[src/rtl/mem_port_arbiter.sv]
// Two-requester (inst/data) arbiter onto one in-order memory port.
// Tracks the source of each accepted request in a small tag FIFO to route responses.
module mem_port_arbiter #(
  parameter int OUTST_DEPTH  = 4,
  parameter int STARVE_LIMIT = 4
) (
  input  logic        clk,
  input  logic        reset,

  input  logic        inst_sram_req,
  input  logic        inst_sram_wr,
  input  logic [1:0]  inst_sram_size,
  input  logic [3:0]  inst_sram_wstrb,
  input  logic [31:0] inst_sram_addr,
  input  logic [31:0] inst_sram_wdata,
  output logic        inst_sram_addr_ok,
  output logic        inst_sram_data_ok,
  output logic [31:0] inst_sram_rdata,

  input  logic        data_sram_req,
  input  logic        data_sram_wr,
  input  logic [1:0]  data_sram_size,
  input  logic [3:0]  data_sram_wstrb,
  input  logic [31:0] data_sram_addr,
  input  logic [31:0] data_sram_wdata,
  output logic        data_sram_addr_ok,
  output logic        data_sram_data_ok,
  output logic [31:0] data_sram_rdata,

  output logic        mem_req,
  output logic        mem_wr,
  output logic [1:0]  mem_size,
  output logic [3:0]  mem_wstrb,
  output logic [31:0] mem_addr,
  output logic [31:0] mem_wdata,
  input  logic        mem_addr_ok,
  input  logic        mem_data_ok,
  input  logic [31:0] mem_rdata,

  output logic [3:0]  outst_cnt,
  output logic        resp_err
);

  localparam int AW = $clog2(OUTST_DEPTH);
  localparam int SW = $clog2(STARVE_LIMIT + 1);
  localparam logic [3:0]    DEPTH_C = 4'(OUTST_DEPTH);
  localparam logic [SW-1:0] SLIM    = SW'(STARVE_LIMIT);

  typedef struct packed {
    logic        wr;
    logic [1:0]  size;
    logic [3:0]  wstrb;
    logic [31:0] addr;
    logic [31:0] wdata;
  } cmd_t;

  typedef enum logic [1:0] {UNLOCKED, LOCK_INST, LOCK_DATA} lock_e;

  lock_e                  lock_q, lock_d;
  logic [AW-1:0]          wp, rp;
  logic [OUTST_DEPTH-1:0] tag;
  logic [3:0]             cnt;
  logic [SW-1:0]          starve;
  logic                   err;

  logic own_data, sel_req, full, empty, accept, pop;
  cmd_t inst_cmd, data_cmd, mem_cmd;

  assign inst_cmd = '{inst_sram_wr, inst_sram_size, inst_sram_wstrb, inst_sram_addr, inst_sram_wdata};
  assign data_cmd = '{data_sram_wr, data_sram_size, data_sram_wstrb, data_sram_addr, data_sram_wdata};

  // A held lock pins ownership; otherwise starvation beats the default data priority.
  always_comb begin
    own_data = 1'b0;
    case (lock_q)
      LOCK_INST: own_data = 1'b0;
      LOCK_DATA: own_data = 1'b1;
      default: begin
        if (starve == SLIM && inst_sram_req) own_data = 1'b0;
        else                                 own_data = data_sram_req;
      end
    endcase
  end

  assign full    = (cnt == DEPTH_C);
  assign empty   = (cnt == 4'd0);
  assign sel_req = own_data ? data_sram_req : inst_sram_req;
  assign mem_req = sel_req & ~full & ~reset;
  assign accept  = mem_req & mem_addr_ok;
  assign pop     = mem_data_ok & ~empty & ~reset;

  assign mem_cmd   = own_data ? data_cmd : inst_cmd;
  assign mem_wr    = mem_cmd.wr;
  assign mem_size  = mem_cmd.size;
  assign mem_wstrb = mem_cmd.wstrb;
  assign mem_addr  = mem_cmd.addr;
  assign mem_wdata = mem_cmd.wdata;

  assign inst_sram_addr_ok = accept & ~own_data;
  assign data_sram_addr_ok = accept &  own_data;
  assign inst_sram_data_ok = pop & ~tag[rp];
  assign data_sram_data_ok = pop &  tag[rp];
  assign inst_sram_rdata   = mem_rdata;
  assign data_sram_rdata   = mem_rdata;

  assign outst_cnt = cnt;
  assign resp_err  = err;

  always_comb begin
    lock_d = lock_q;
    case (lock_q)
      UNLOCKED: if (mem_req && !mem_addr_ok) lock_d = own_data ? LOCK_DATA : LOCK_INST;
      default:  if (accept) lock_d = UNLOCKED;
    endcase
  end

  always_ff @(posedge clk) begin
    if (reset) begin
      lock_q <= UNLOCKED;
      wp     <= '0;
      rp     <= '0;
      tag    <= '0;
      cnt    <= '0;
      starve <= '0;
      err    <= 1'b0;
    end else begin
      lock_q <= lock_d;
      if (accept) begin
        tag[wp] <= own_data;
        wp      <= wp + 1'b1;
      end
      if (pop) rp <= rp + 1'b1;
      case ({accept, pop})
        2'b10:   cnt <= cnt + 4'd1;
        2'b01:   cnt <= cnt - 4'd1;
        default: cnt <= cnt;
      endcase
      if (mem_data_ok && empty) err <= 1'b1;
      // Saturating count of data wins that left inst waiting.
      if (accept && own_data && inst_sram_req) begin
        if (starve != SLIM) starve <= starve + 1'b1;
      end else if ((accept && !own_data) || !inst_sram_req) begin
        starve <= '0;
      end
    end
  end

endmodule

[config.mk]
export PLATFORM = sky130hd
export DESIGN_NAME = mem_port_arbiter
export DESIGN_NICKNAME = d
export VERILOG_FILES = /design/src/rtl/mem_port_arbiter.sv
export SDC_FILE = /design/constraint.sdc
export NUM_CORES = 1
export LEC_CHECK = 0
export CAP_MARGIN = 40
export CORE_AREA = 5 5 124 126
export DETAILED_ROUTE_END_ITERATION = 16
export DIE_AREA = 0 0 129 131
export PLACE_DENSITY = 0.65
export SLEW_MARGIN = 15
export SYNTH_ARGS = -nofsm -noshare
export SYNTH_HDL_FRONTEND = slang
export SYNTH_SLANG_ARGS = --single-unit
export TNS_END_PERCENT = 20
[constraint.sdc]
create_clock -name clk -period 3.2 [get_ports clk]
set_clock_uncertainty 0.1 [all_clocks]
set_input_delay 0.32 -clock clk [delete_from_list [all_inputs] [get_ports clk]]
set_output_delay 0.32 -clock clk [all_outputs]
set_load 0.01 [all_outputs]
---- After elaboration in Yosys (flattened, before gate mapping) ----
Index checks and enable logic that the tools add are counted.
W data, S select, Z words.
word-level totals
  bits in registers ....................... 18
  latch bits .............................. 0
  memory bits (writable) .................. 0
  memory bits (read-only) ................. 0
  bits of input ports ..................... 180
  output and inout port bits .............. 145
  word-level logic and storage cells ...... 73
  memories kept ........................... 0
operators by class
  add/sub/neg operators ................... 5
  multiply operators ...................... 0
  divide/modulo/power cells ............... 0
  $lt $le $gt $ge ......................... 3
  eq/ne operators ......................... 9
  shifts and indexed selects .............. 0
  multiplexer cells ....................... 17
  bitwise gates (word level) .............. 14
  reductions and logical operators ........ 18
operators with widths
  kind                   count
  $mux W71               1
  $and A1 B1 Y1          9
  $mux W3                3
  $mux W2                4
  $pmux W4 S2            1
  $logic_and A1 B1 Y1    7
  $lt A2 B3 Y1 const B   2
  $reduce_bool A2 Y1     3
  $not A1 Y1             5
  $add A2 B1 Y2 const B  2
  $add A4 B1 Y4 const B  1
  $bwmux W4              1
  $eq A2 B1 Y1 const B   2
  $eq A2 B2 Y1 const B   2
  $eq A4 B3 Y1 const B   1
  $logic_not A4 Y1       1
  $mux W1                4
  $reduce_and A2 Y1      2
  $sub A4 B1 Y4 const B  1
  $add A3 B1 Y3 const B  1
  $eq A3 B3 Y1 const B   1
  $logic_not A1 Y1       3
  $ne A3 B3 Y1 const B   1
  $bmux W1 S2            1
  other kinds (7)        7

---- Depth between registers and ports, before layout ----
  depth after elaboration ................. 12
  depth in mapped cells ................... 13
  gate-level depth less buffers ........... 12

---- Least setup slack after synthesis ----
Ideal clock, no wire load.
  path kind ............................... register to register
  start ................................... register lock_q[0]
  end ..................................... register cnt[2], in the netlist outst_cnt[2]
  setup time .............................. 71 ps
  arrival time ............................ 2759 ps
  required time ........................... 3029 ps
  slack ................................... 270 ps
  cell stages (with the launch flop) ...... 14
  buffers on the path ..................... 1
  clock period less this slack ............ 2930 ps
  cell sequence ........................... dfxtp_1 > inv_1 > ha_1 > buf_4 > a21boi_1 > a2bb2oi_1 > nand2_1 > ha_1 > xor2_1 > ha_1 > a21oi_1 > xor2_1 > or3_1 > a21oi_1
on the way
  word-level cells in the longest chain between the ends .. 8
  elaborated cells between the ends (all ways) .. 11
  classes of those cells .................. eq/ne: 4; mux: 3; bitwise: 3; reduce/logical: 1
ends and longest elaborated chain
  element                                            line  text
  start, declared                                    59    lock_e lock_q, lock_d;
  start signal, assigned                             127   lock_q <= lock_d;
  $eq A2 B2 Y1 or $eq A2 B1 Y1 (tied branches)       75    case (lock_q)
  $pmux W1 S2 *                                      75
  $mux W1 *                                          87    assign sel_req = own_data ? data_sram_req : inst_sram_req;
  $and A1 B1 Y1 * (2 in a row)                       88    assign mem_req = sel_req & ~full & ~reset;
  $and A1 B1 Y1 *                                    89    assign accept = mem_req & mem_addr_ok;
  $eq A2 B1 Y1 or $eq A2 B2 Y1 (tied branches)       133   case ({accept, pop})
  $pmux W4 S2 or $reduce_bool A2 Y1 (tied branches)  -
  end signal, assigned                               134   2'b10: cnt <= cnt + 4'd1;
  end signal, assigned                               135   2'b01: cnt <= cnt - 4'd1;
  end signal, assigned                               136   default: cnt <= cnt;
  end, declared                                      62    logic [3:0] cnt;
Mark *: on every way between the ends. The rest lies on a longest branch, timed or not.
A chain may end at the register's enable or synchronous reset.

---- Worst setup path in the final report ----
  start ................................... register lock_q[0]
  end ..................................... output mem_addr[30]
on the way
  word-level cells in the longest chain between the ends .. 3
  elaborated cells between the ends (all ways) .. 4
  classes of those cells .................. eq/ne: 2; mux: 2
ends and longest elaborated chain
  element                                       line  text
  $eq A2 B2 Y1 or $eq A2 B1 Y1 (tied branches)  75
  $pmux W1 S2 *                                 75
  $mux W71 *                                    92    assign mem_cmd = own_data ? data_cmd : inst_cmd;
  end, declared                                 34    output logic [31:0] mem_addr,
Marks and branches as above.

==> reports/results.ini <==
[clocking]
cts_root_buffer=clkbuf_16
cts_setup_buffers=0
path_clk_slew_ns=0.06
cts_resized=0
clock-sinks=18
cts_made_buffers=3
h-tree-depth=1
clk_latency_ns=0.25
hold_buffers=0
cts_tree=built
cts_buffer_depth=2

[sta]
max_slew_margin_pct=44.95
period_needed_ns=3.046
slew_viol_final=0
rsz0062_at_grt=false
worstMarginPinSlew_ns=0.8151
fmax_ghz=0.3283
fin_crit_sh_pct=95.19
setup_viol=0
hold_viol=0
tns_ns=0

[floorplanning]
io-pin-count=325
fp.dieArea_mm2=0.01690
rows=44
chipHeight_um=131
core_area_mm2=0.01420
dieWidth_um=129
initial_utilization_pct=17.71

[detailed_routing]
dr.pass1.iters=4
via_count=2643
antenna_left=0
vias_per_cell=4.222
wire_per_inst_um=20.42
drc=0
drt_iter0_drc=132
routed_wl_mm=12.78

[global_routing]
grt_pass1_wl_mm=16.59
grt_pass1_vias=2733
grt_max_degree=37
grt_antenna_before_repair=0
grtUsageTotal_pct=13.13
globalRoute.totalOverflow=0

[pwr]
pwr-share-comb_pct=69.9
swShare_pct=34.88
p_per_area_mw_per_mm2=396.7
leakagePower_nw=1.694
total_power_w=0.001829
intPower_w=0.001191
p_clk_share_pct=15.6
seqPwrFrac_pct=14.6
ir_worst_vdd_v=0.0001868
switchingPower_w=0.0006378

[logic_synthesis]
async_reset_ff_share_pct=0
ys.flop_type=dfxtp_1
avgSynthCellArea_um2=8.887
syn_nets=474
yosysWarnings=0
seq_area_frac_synth_pct=14.33
synth_cells=283
synth.distinct_cells=44
synth_area_mm2=0.002515
synth-seq-cells=18
synth_top_area_cell=mux2_2
synthTopCellsByArea=mux2_2 (33%), buf_4 (20%), dfxtp_1 (14%)
synth_edf_count=0
yosysTopAreaCellShare_pct=32.69

[cells_and_area]
layout.cells.most_common_list=clkdlybuf4s50_1 (228), mux2_2 (73), dfxtp_1 (18)
fillers=1457
fin_cells=626
layout-drive-gt1-share_pct=19.68
area_delta_synth_final_pct=83.28
final_common_cell=clkdlybuf4s50_1
n_antenna_cell=0
final_nets=634

[setup_path]
start_kind=flip-flop
critical_path_class=reg2out
cp-end-kind=output port
cp_max_fo=14
arrival_ns=2.63
r2r_cells=12
worstPathRequired_ns=2.78

[placed_design]
place.gp.congestion=0.8177
place.port_buffers=228
place_hpwl_mm=11.05
dp_cells=622

[status]
outcome=finished, final reports clean

[hold_path]
hold_class=reg2reg
hold_depth=2

[run]
max-cap-violations=0

[worst paths after layout]
kind / startpoint / slack (ns) / endpoint
max reg2reg: lock_q[0] / 0.20 / outst_cnt[2]
min: resp_err / 0.38 / resp_err
min reg2reg: resp_err / 0.38 / resp_err
max: lock_q[0] / 0.15 / mem_addr[30]
[Yosys cell counts (all sizes together), types with 2 or more instances]
cell	count
nor4	5
nand2b	5
nor2	12
nand3	6
o2bb2ai	2
nor2b	3
xnor2	2
nor3	7
buf	76
inv	13
mux2	73
a22o	2
a31oi	5
dfxtp	18
a21oi	7
and3	2
clkbuf	2
xor2	3
ha	11
o21ai	3
nand2	7
[critical path, cell delays in order (launching register included)]
cell and delay [ns]:
dfxtp_1 0.36, inv_1 0.08, ha_1 0.40, nor2b_1 0.18, a22o_4 0.18, buf_4 0.23, mux2_2 0.43, clkdlybuf4s50_1 0.51
[final cells by class]
type                       count  area, um2  area share [%]
multi-input combinational    174       1536           33.33
timing repair buffer         233       2345           50.87
tap                          184      230.2           4.995
sequential                    18      360.3           7.818
clock buffer                   4      88.84           1.927
inverter                      13      48.80           1.059
[sequential cells by signal (all words and copies together) (netlist names)]
| name | flops |
|---|---|
| outst_cnt | 4 |
| tag | 4 |
| starve | 3 |
| lock_q | 2 |
| rp | 2 |
| wp | 2 |
| resp_err | 1 |
[power by group through the flow]
stage,registers (W),logic [W],clock network [W]
final,0.000266,0.00128,0.000285
after CTS,0.000265,0.00130,0.000289
after global placement,0.000268,0.00127,0
after detailed placement,0.000270,0.00128,0
after global routing,0.000269,0.00136,0.000300
after floorplan,0.000267,0.000670,0
[per-stage QoR]
| stage | cell area, um2 | hold slack (ns) | util, % | setup slack [ns] |
|---|---|---|---|---|
| 6_report | 4609 | 0.3787 | 32.45 | 0.1540 |
| 5_1_grt | 4609 | 0.4207 | 32.45 | 0.008241 |
| 4_1_cts | 4609 | 0.3828 | 32.45 | 0.1583 |
| 3_5_place_dp | 4521 | 0.3651 | 31.83 | 0.2504 |
| 3_3_place_gp | 4521 | 0.3645 | 31.83 | 0.3300 |
| 2_1_floorplan | 2515 | 0.3607 | - | 0.2701 |
[per-layer routing]
| metal | vias up | track usage, % | routed length [um] |
|---|---|---|---|
| li1 | 1250 | - | - |
| met1 | 1191 | 16.32 | 4929 |
| met2 | 189 | 19.05 | 5436 |
| met3 | 13 | 8.862 | 2322 |
| met4 | 0 | 2.285 | 93 |
| met5 | - | 0 | 0 |
[kinds of logic (layout without fill, tap and decap cells)]
| family | count (synthesis) | in the layout | share of synthesized area [%] |
|---|---|---|---|
| AND/OR/NAND/NOR | 53 | 53 | 11.54 |
| flip-flops | 18 | 18 | 14.33 |
| buffers and inverters | 91 | 250 | 24.93 |
| XOR/XNOR | 5 | 5 | 1.742 |
| adder cells (fa/ha/maj) | 11 | 11 | 5.473 |
| multiplexers | 75 | 75 | 33.98 |
| AO/OA/AOI/OAI | 30 | 30 | 8.011 |
No activity file was read; power rests on OpenSTA's default activity.
